### config.mk
export PLATFORM = sky130hd
export DESIGN_NAME = fsm_step_sequencer
export DESIGN_NICKNAME = d
export VERILOG_FILES = /design/src/rtl/fsm_seq_pkg.sv /design/src/rtl/seq_prog_mem.sv /design/src/rtl/fsm_step_sequencer.sv
export SDC_FILE = /design/constraint.sdc
export NUM_CORES = 1
export LEC_CHECK = 0
export CAP_MARGIN = 20
export CORE_MARGIN = 2
export CORE_UTILIZATION = 49
export DETAILED_ROUTE_END_ITERATION = 16
export PLACE_DENSITY = 0.86
export SYNTH_ARGS = -nofsm -noshare
export SYNTH_HDL_FRONTEND = slang
export SYNTH_SLANG_ARGS = --single-unit
### constraint.sdc
create_clock -name clk -period 3 [get_ports clk]
set_input_delay 0.75 -clock clk [delete_from_list [all_inputs] [get_ports clk]]
set_output_delay 0.75 -clock clk [all_outputs]
set_load 0.02 [all_outputs]
### src/rtl/fsm_seq_pkg.sv
// Shared sizes, state encoding and program-entry layout for the step sequencer.
package fsm_seq_pkg;

    localparam int unsigned DEPTH  = 8;
    localparam int unsigned IDX_W  = 3;
    localparam int unsigned LEN_W  = 4;
    localparam int unsigned DATA_W = 8;

    typedef enum logic [1:0] {
        IDLE  = 2'd0,
        RUN   = 2'd1,
        FLUSH = 2'd2,
        DONE  = 2'd3
    } state_t;

    // One program entry: the a/b pair driven into the controlled FSM.
    typedef struct packed {
        logic a;
        logic b;
    } step_t;

endpackage

### src/rtl/seq_prog_mem.sv
// 8x2 program register file: synchronous write, combinational read, cleared on reset.
module seq_prog_mem
    import fsm_seq_pkg::*;
(
    input  logic             clk,
    input  logic             rst,
    input  logic             we,
    input  logic [IDX_W-1:0] waddr,
    input  step_t            wdata,
    input  logic [IDX_W-1:0] raddr,
    output step_t            rdata
);

    step_t mem [DEPTH];

    always_ff @(posedge clk) begin
        if (rst) begin
            for (int unsigned i = 0; i < DEPTH; i++) begin
                mem[IDX_W'(i)] <= '0;
            end
        end else if (we) begin
            mem[waddr] <= wdata;
        end
    end

    assign rdata = mem[raddr];

endmodule

### src/rtl/fsm_step_sequencer.sv
// Plays a stored a/b program into a controlled FSM, then captures its x/y outputs.
module fsm_step_sequencer
    import fsm_seq_pkg::*;
(
    input  logic              clk,
    input  logic              rst,
    input  logic              wr_en,
    input  logic [IDX_W-1:0]  wr_addr,
    input  logic [1:0]        wr_data,
    input  logic [LEN_W-1:0]  len,
    input  logic              start,
    input  logic              abort,
    output logic              a,
    output logic              b,
    input  logic [DATA_W-1:0] x_in,
    input  logic [DATA_W-1:0] y_in,
    output logic              busy,
    output logic              done,
    output logic [IDX_W-1:0]  step_idx,
    output logic [DATA_W-1:0] x_last,
    output logic [DATA_W-1:0] y_last
);

    state_t             state;
    state_t             state_n;
    logic [IDX_W-1:0]   idx_n;
    logic [LEN_W-1:0]   len_eff;
    logic [LEN_W-1:0]   len_eff_n;
    step_t              ab_q;
    step_t              ab_n;
    step_t              rd_data;
    logic               prog_we_c;
    logic               capture_c;

    assign prog_we_c = wr_en && (state == IDLE);

    seq_prog_mem u_prog_mem (
        .clk   (clk),
        .rst   (rst),
        .we    (prog_we_c),
        .waddr (wr_addr),
        .wdata (step_t'(wr_data)),
        .raddr (idx_n),
        .rdata (rd_data)
    );

    always_ff @(posedge clk) begin
        if (rst) begin
            state <= IDLE;
        end else begin
            state <= state_n;
        end
    end

    always_comb begin
        state_n   = state;
        idx_n     = step_idx;
        len_eff_n = len_eff;
        capture_c = 1'b0;
        case (state)
            IDLE: begin
                if (start && !abort) begin
                    len_eff_n = (len > LEN_W'(DEPTH)) ? LEN_W'(DEPTH) : len;
                    idx_n     = '0;
                    state_n   = (len == '0) ? DONE : RUN;
                end
            end
            RUN: begin
                if (abort) begin
                    state_n = IDLE;
                end else if (step_idx == IDX_W'(len_eff - LEN_W'(1))) begin
                    state_n = FLUSH;
                end else begin
                    idx_n = step_idx + IDX_W'(1);
                end
            end
            FLUSH: begin
                if (abort) begin
                    state_n = IDLE;
                end else begin
                    state_n   = DONE;
                    capture_c = 1'b1;
                end
            end
            DONE:    state_n = IDLE;
            default: state_n = IDLE;
        endcase
    end

    // A write landing in the start cycle must reach the first driven step.
    assign ab_n = (state_n != RUN) ? '0 :
                  (prog_we_c && (wr_addr == idx_n)) ? step_t'(wr_data) : rd_data;

    always_ff @(posedge clk) begin
        if (rst) begin
            step_idx <= '0;
            len_eff  <= '0;
            ab_q     <= '0;
            busy     <= 1'b0;
            done     <= 1'b0;
            x_last   <= '0;
            y_last   <= '0;
        end else begin
            step_idx <= idx_n;
            len_eff  <= len_eff_n;
            ab_q     <= ab_n;
            busy     <= (state_n == RUN) || (state_n == FLUSH);
            done     <= (state_n == DONE);
            if (capture_c) begin
                x_last <= x_in;
                y_last <= y_in;
            end
        end
    end

    assign a = ab_q.a;
    assign b = ab_q.b;

endmodule
==> results.json <==
{
  "synth_common_cells": "nand2_1 (43), dfxtp_1 (28), a21oi_1 (21)",
  "area_delta_synth_final_pct": 33.2,
  "power.leakage_nw": 1.04,
  "setup_tns_ns": 0,
  "place_ws_ns": -0.209,
  "holdPathStages": 2,
  "async_flop_share_pct": 0,
  "hold_path_startpoint": "y_last[6]",
  "diodes": 0,
  "wl_per_cell_um": 14.1,
  "rows": 24,
  "reg2reg_slack_ns": 0.20,
  "status": "completed",
  "ff2ff_path_depth": 10,
  "fin_skew_ns": 0.00692,
  "synthMuxAreaShare_pct": 4.29,
  "setup_ws_ns": 0.107,
  "period_minus_slack_ns": 2.89,
  "synthSimpleGateAreaFrac_pct": 26.3,
  "clockBufferDepth": 2,
  "die_width_um": 70.4,
  "synth_area_leader_cell": "dfxtp_1",
  "ys.flop_type": "dfxtp_1",
  "timing.rr.start": "len_eff[0]",
  "drt-total-wl_um": 4750,
  "synth_top_area_share_pct": 26.0,
  "dp_hpwl_um": 3500,
  "synthesis.nets": 258,
  "dr.pass1.iters": 4,
  "cp_num_buf_inv": 1,
  "path_class": "in2reg",
  "grt_pass1_wl_um": 8000,
  "synthAdderAreaFrac_pct": 2.32,
  "core_area_um2": 4290,
  "drc": 0,
  "seqPwrFrac_pct": 55.2,
  "yosys_warnings": 0,
  "clk_pin_slew_ns": 0.08,
  "synthXorXnorAreaFrac_pct": 3.13,
  "start_kind": "primary input",
  "r2r-end": "b",
  "synth_compound_area_share_pct": 12.4,
  "cell_internal_pwr_mw": 0.896,
  "tightest_slew_ns": 0.695,
  "cts_buffers": 5,
  "cts-htree-levels": 2,
  "ant_nets": 0,
  "cts_tree": "yes",
  "vias_per_cell": 5.28,
  "synth_edf_count": 16,
  "cts_root_buffer": "clkbuf_8",
  "multi_input_area_um2": 1050,
  "drtIter0Drc": 97,
  "io_pins": 53,
  "hold_end": "y_last[6]",
  "crit_chain": "clkdlybuf4s50_1, or4b_4, a2111oi_4, a31oi_4, mux2_4, o211a_1, o311a_1",
  "crit_family": "compound AO/OA/AOI/OAI gates",
  "numPortBuffers": 52,
  "worstPathRequired_ns": 3.19,
  "cts_hold_buf": 0,
  "finalNetCount": 318,
  "globalplace.congestion": 0.866,
  "grt_max_degree": 36,
  "n_fill_cell": 339,
  "crit_path_max_incr_delay_ns": 0.50,
  "powerDensity_nw_per_um2": 404,
  "seq_area_frac_synth_pct": 48.2,
  "initial_core_util_pct": 50.3,
  "end_kind": "register",
  "cap_violations": 0,
  "syn_avg_cell_area_um2": 9.64,
  "p_sw_mw": 0.265,
  "drive_gt1_share_pct": 12.6,
  "vias": 1779,
  "power_frac_comb_pct": 12.0,
  "die-area_um2": 4950,
  "track_usage_pct": 20.5,
  "synth_area_um2": 2160,
  "slowest_stage": "or4b_4",
  "cp.arrival_ns": 3.08,
  "slew_headroom_pct": 53.3,
  "pwr-share-clk_pct": 32.8,
  "cts_sinks": 44,
  "die_h_um": 70.4,
  "area.sequential_um2": 1040,
  "synth_top_family_by_area": "simple AND/OR/NAND/NOR gates",
  "yosysUniqueCellTypes": 45,
  "finalCritPeriodShare_pct": 96.4,
  "swShare_pct": 22.8,
  "max_freq_ghz": 0.346,
  "cts_resized": 0,
  "syn_inst": 224,
  "rsz0062_at_grt": "no",
  "crit_fanout": 4,
  "postCtsSetupBuffers": 0,
  "post-synth-top-count-cell": "nand2_1",
  "maxSlewViolCount": 0,
  "hold_violations": 0,
  "grt_pass1_vias": 1766,
  "synth-seq-cells": 44,
  "report.final.setup_viol": 0,
  "grt_overflow_total": 0,
  "clk_latency_ns": 0.30,
  "antenna_found_initial": 0,
  "vdd_drop_max_v": 0.000195,
  "yosys-top-cells-area": "dfxtp_1 (26%), edfxtp_1 (22%), nand2_1 (7.5%), and2_1 (4.9%), a21oi_1 (4.9%)",
  "hold_path_class": "reg2reg"
}
-- worst max path at each step --
stage | start | to | slack, ns | cells after the start
final | start | b | 0.11 | 7
after global routing | len_eff[0] | a | 0.03 | 9
after CTS | len_eff[0] | a | 0.09 | 9
after detailed placement | start | b | -0.21 | 7
after global placement | start | b | -0.14 | 7
after floorplan | abort | b | 0.20 | 7
-- final cells by class --
cell class	instances	share of cell area, %
clock buffer	8	3.13
timing repair buffer	64	21.2
sequential	44	36.2
inverter	4	0.522
multi-input combinational	165	36.7
tap	52	2.26
-- per-stage QoR --
stage / power, mW / hold WS (ns) / cells / util (%) / instance area, um^2
3_3_place_gp: 0.790 / 0.441 / 329 / 64.7 / 2780
3_5_place_dp: 0.792 / 0.446 / 329 / 64.7 / 2780
5_1_grt: 1.20 / 0.489 / 337 / 67.0 / 2880
6_report: 1.16 / 0.454 / 337 / 67.0 / 2880
4_1_cts: 1.17 / 0.458 / 337 / 66.8 / 2870
2_1_floorplan: 0.722 / 0.432 / 224 / - / 2160
-- state kept, by name, indices dropped and copies added (netlist names) --
name / count
done: 1
a: 1
b: 1
state: 2
len_eff: 3
step_idx: 3
busy: 1
x_last: 8
y_last: 8
u_prog_mem.mem: 16
-- cells in the final DEF (no fill, tap or decap), drive strengths merged, types with 6 or more instances in the layout --
master / instances
a21oi: 21
dfxtp: 28
buf: 12
clkbuf: 8
or2: 8
and2: 17
clkdlybuf4s50: 52
nor2: 10
nor3b: 6
nand2: 43
nor3: 6
edfxtp: 16
-- layer usage --
| metal | up-vias | GRT usage, % | share of wire [%] |
|---|---|---|---|
| met5 | - | 0 | 0 |
| met2 | 52 | 34.2 | 50 |
| met1 | 821 | 26.2 | 43 |
| met3 | 7 | 4.62 | 5.3 |
| li1 | 899 | - | - |
| met4 | 0 | 6.84 | 1.6 |
-- power by group through the flow --
stage                     registers, mW  logic [mW]  clock network, mW
after floorplan                   0.655      0.0668                  0
after global placement            0.655       0.135                  0
after detailed placement          0.655       0.137                  0
after CTS                         0.641       0.138              0.389
after global routing              0.642       0.152              0.409
final                             0.641       0.139              0.381
-- kinds of logic after synthesis --
kind of cell               Yosys count
adders and majority gates            4
xor gates and xnor gates             6
buffers and inverters               15
DFF                                 44
muxes                                8
and+or+nand+nor                    110
AOI/OAI and AO/OA                   37
-- worst register-to-register path: cells and delay by family (launching register included) --
family	cells	cell delay [ns]
xor gates and xnor gates	1	0.49
AOI/OAI and AO/OA	3	0.67
adders and majority gates	1	0.20
and+or+nand+nor	2	0.53
DFF	1	0.38
buffers and inverters	2	0.26
muxes	1	0.18
(Power assumes the default switching activity.)
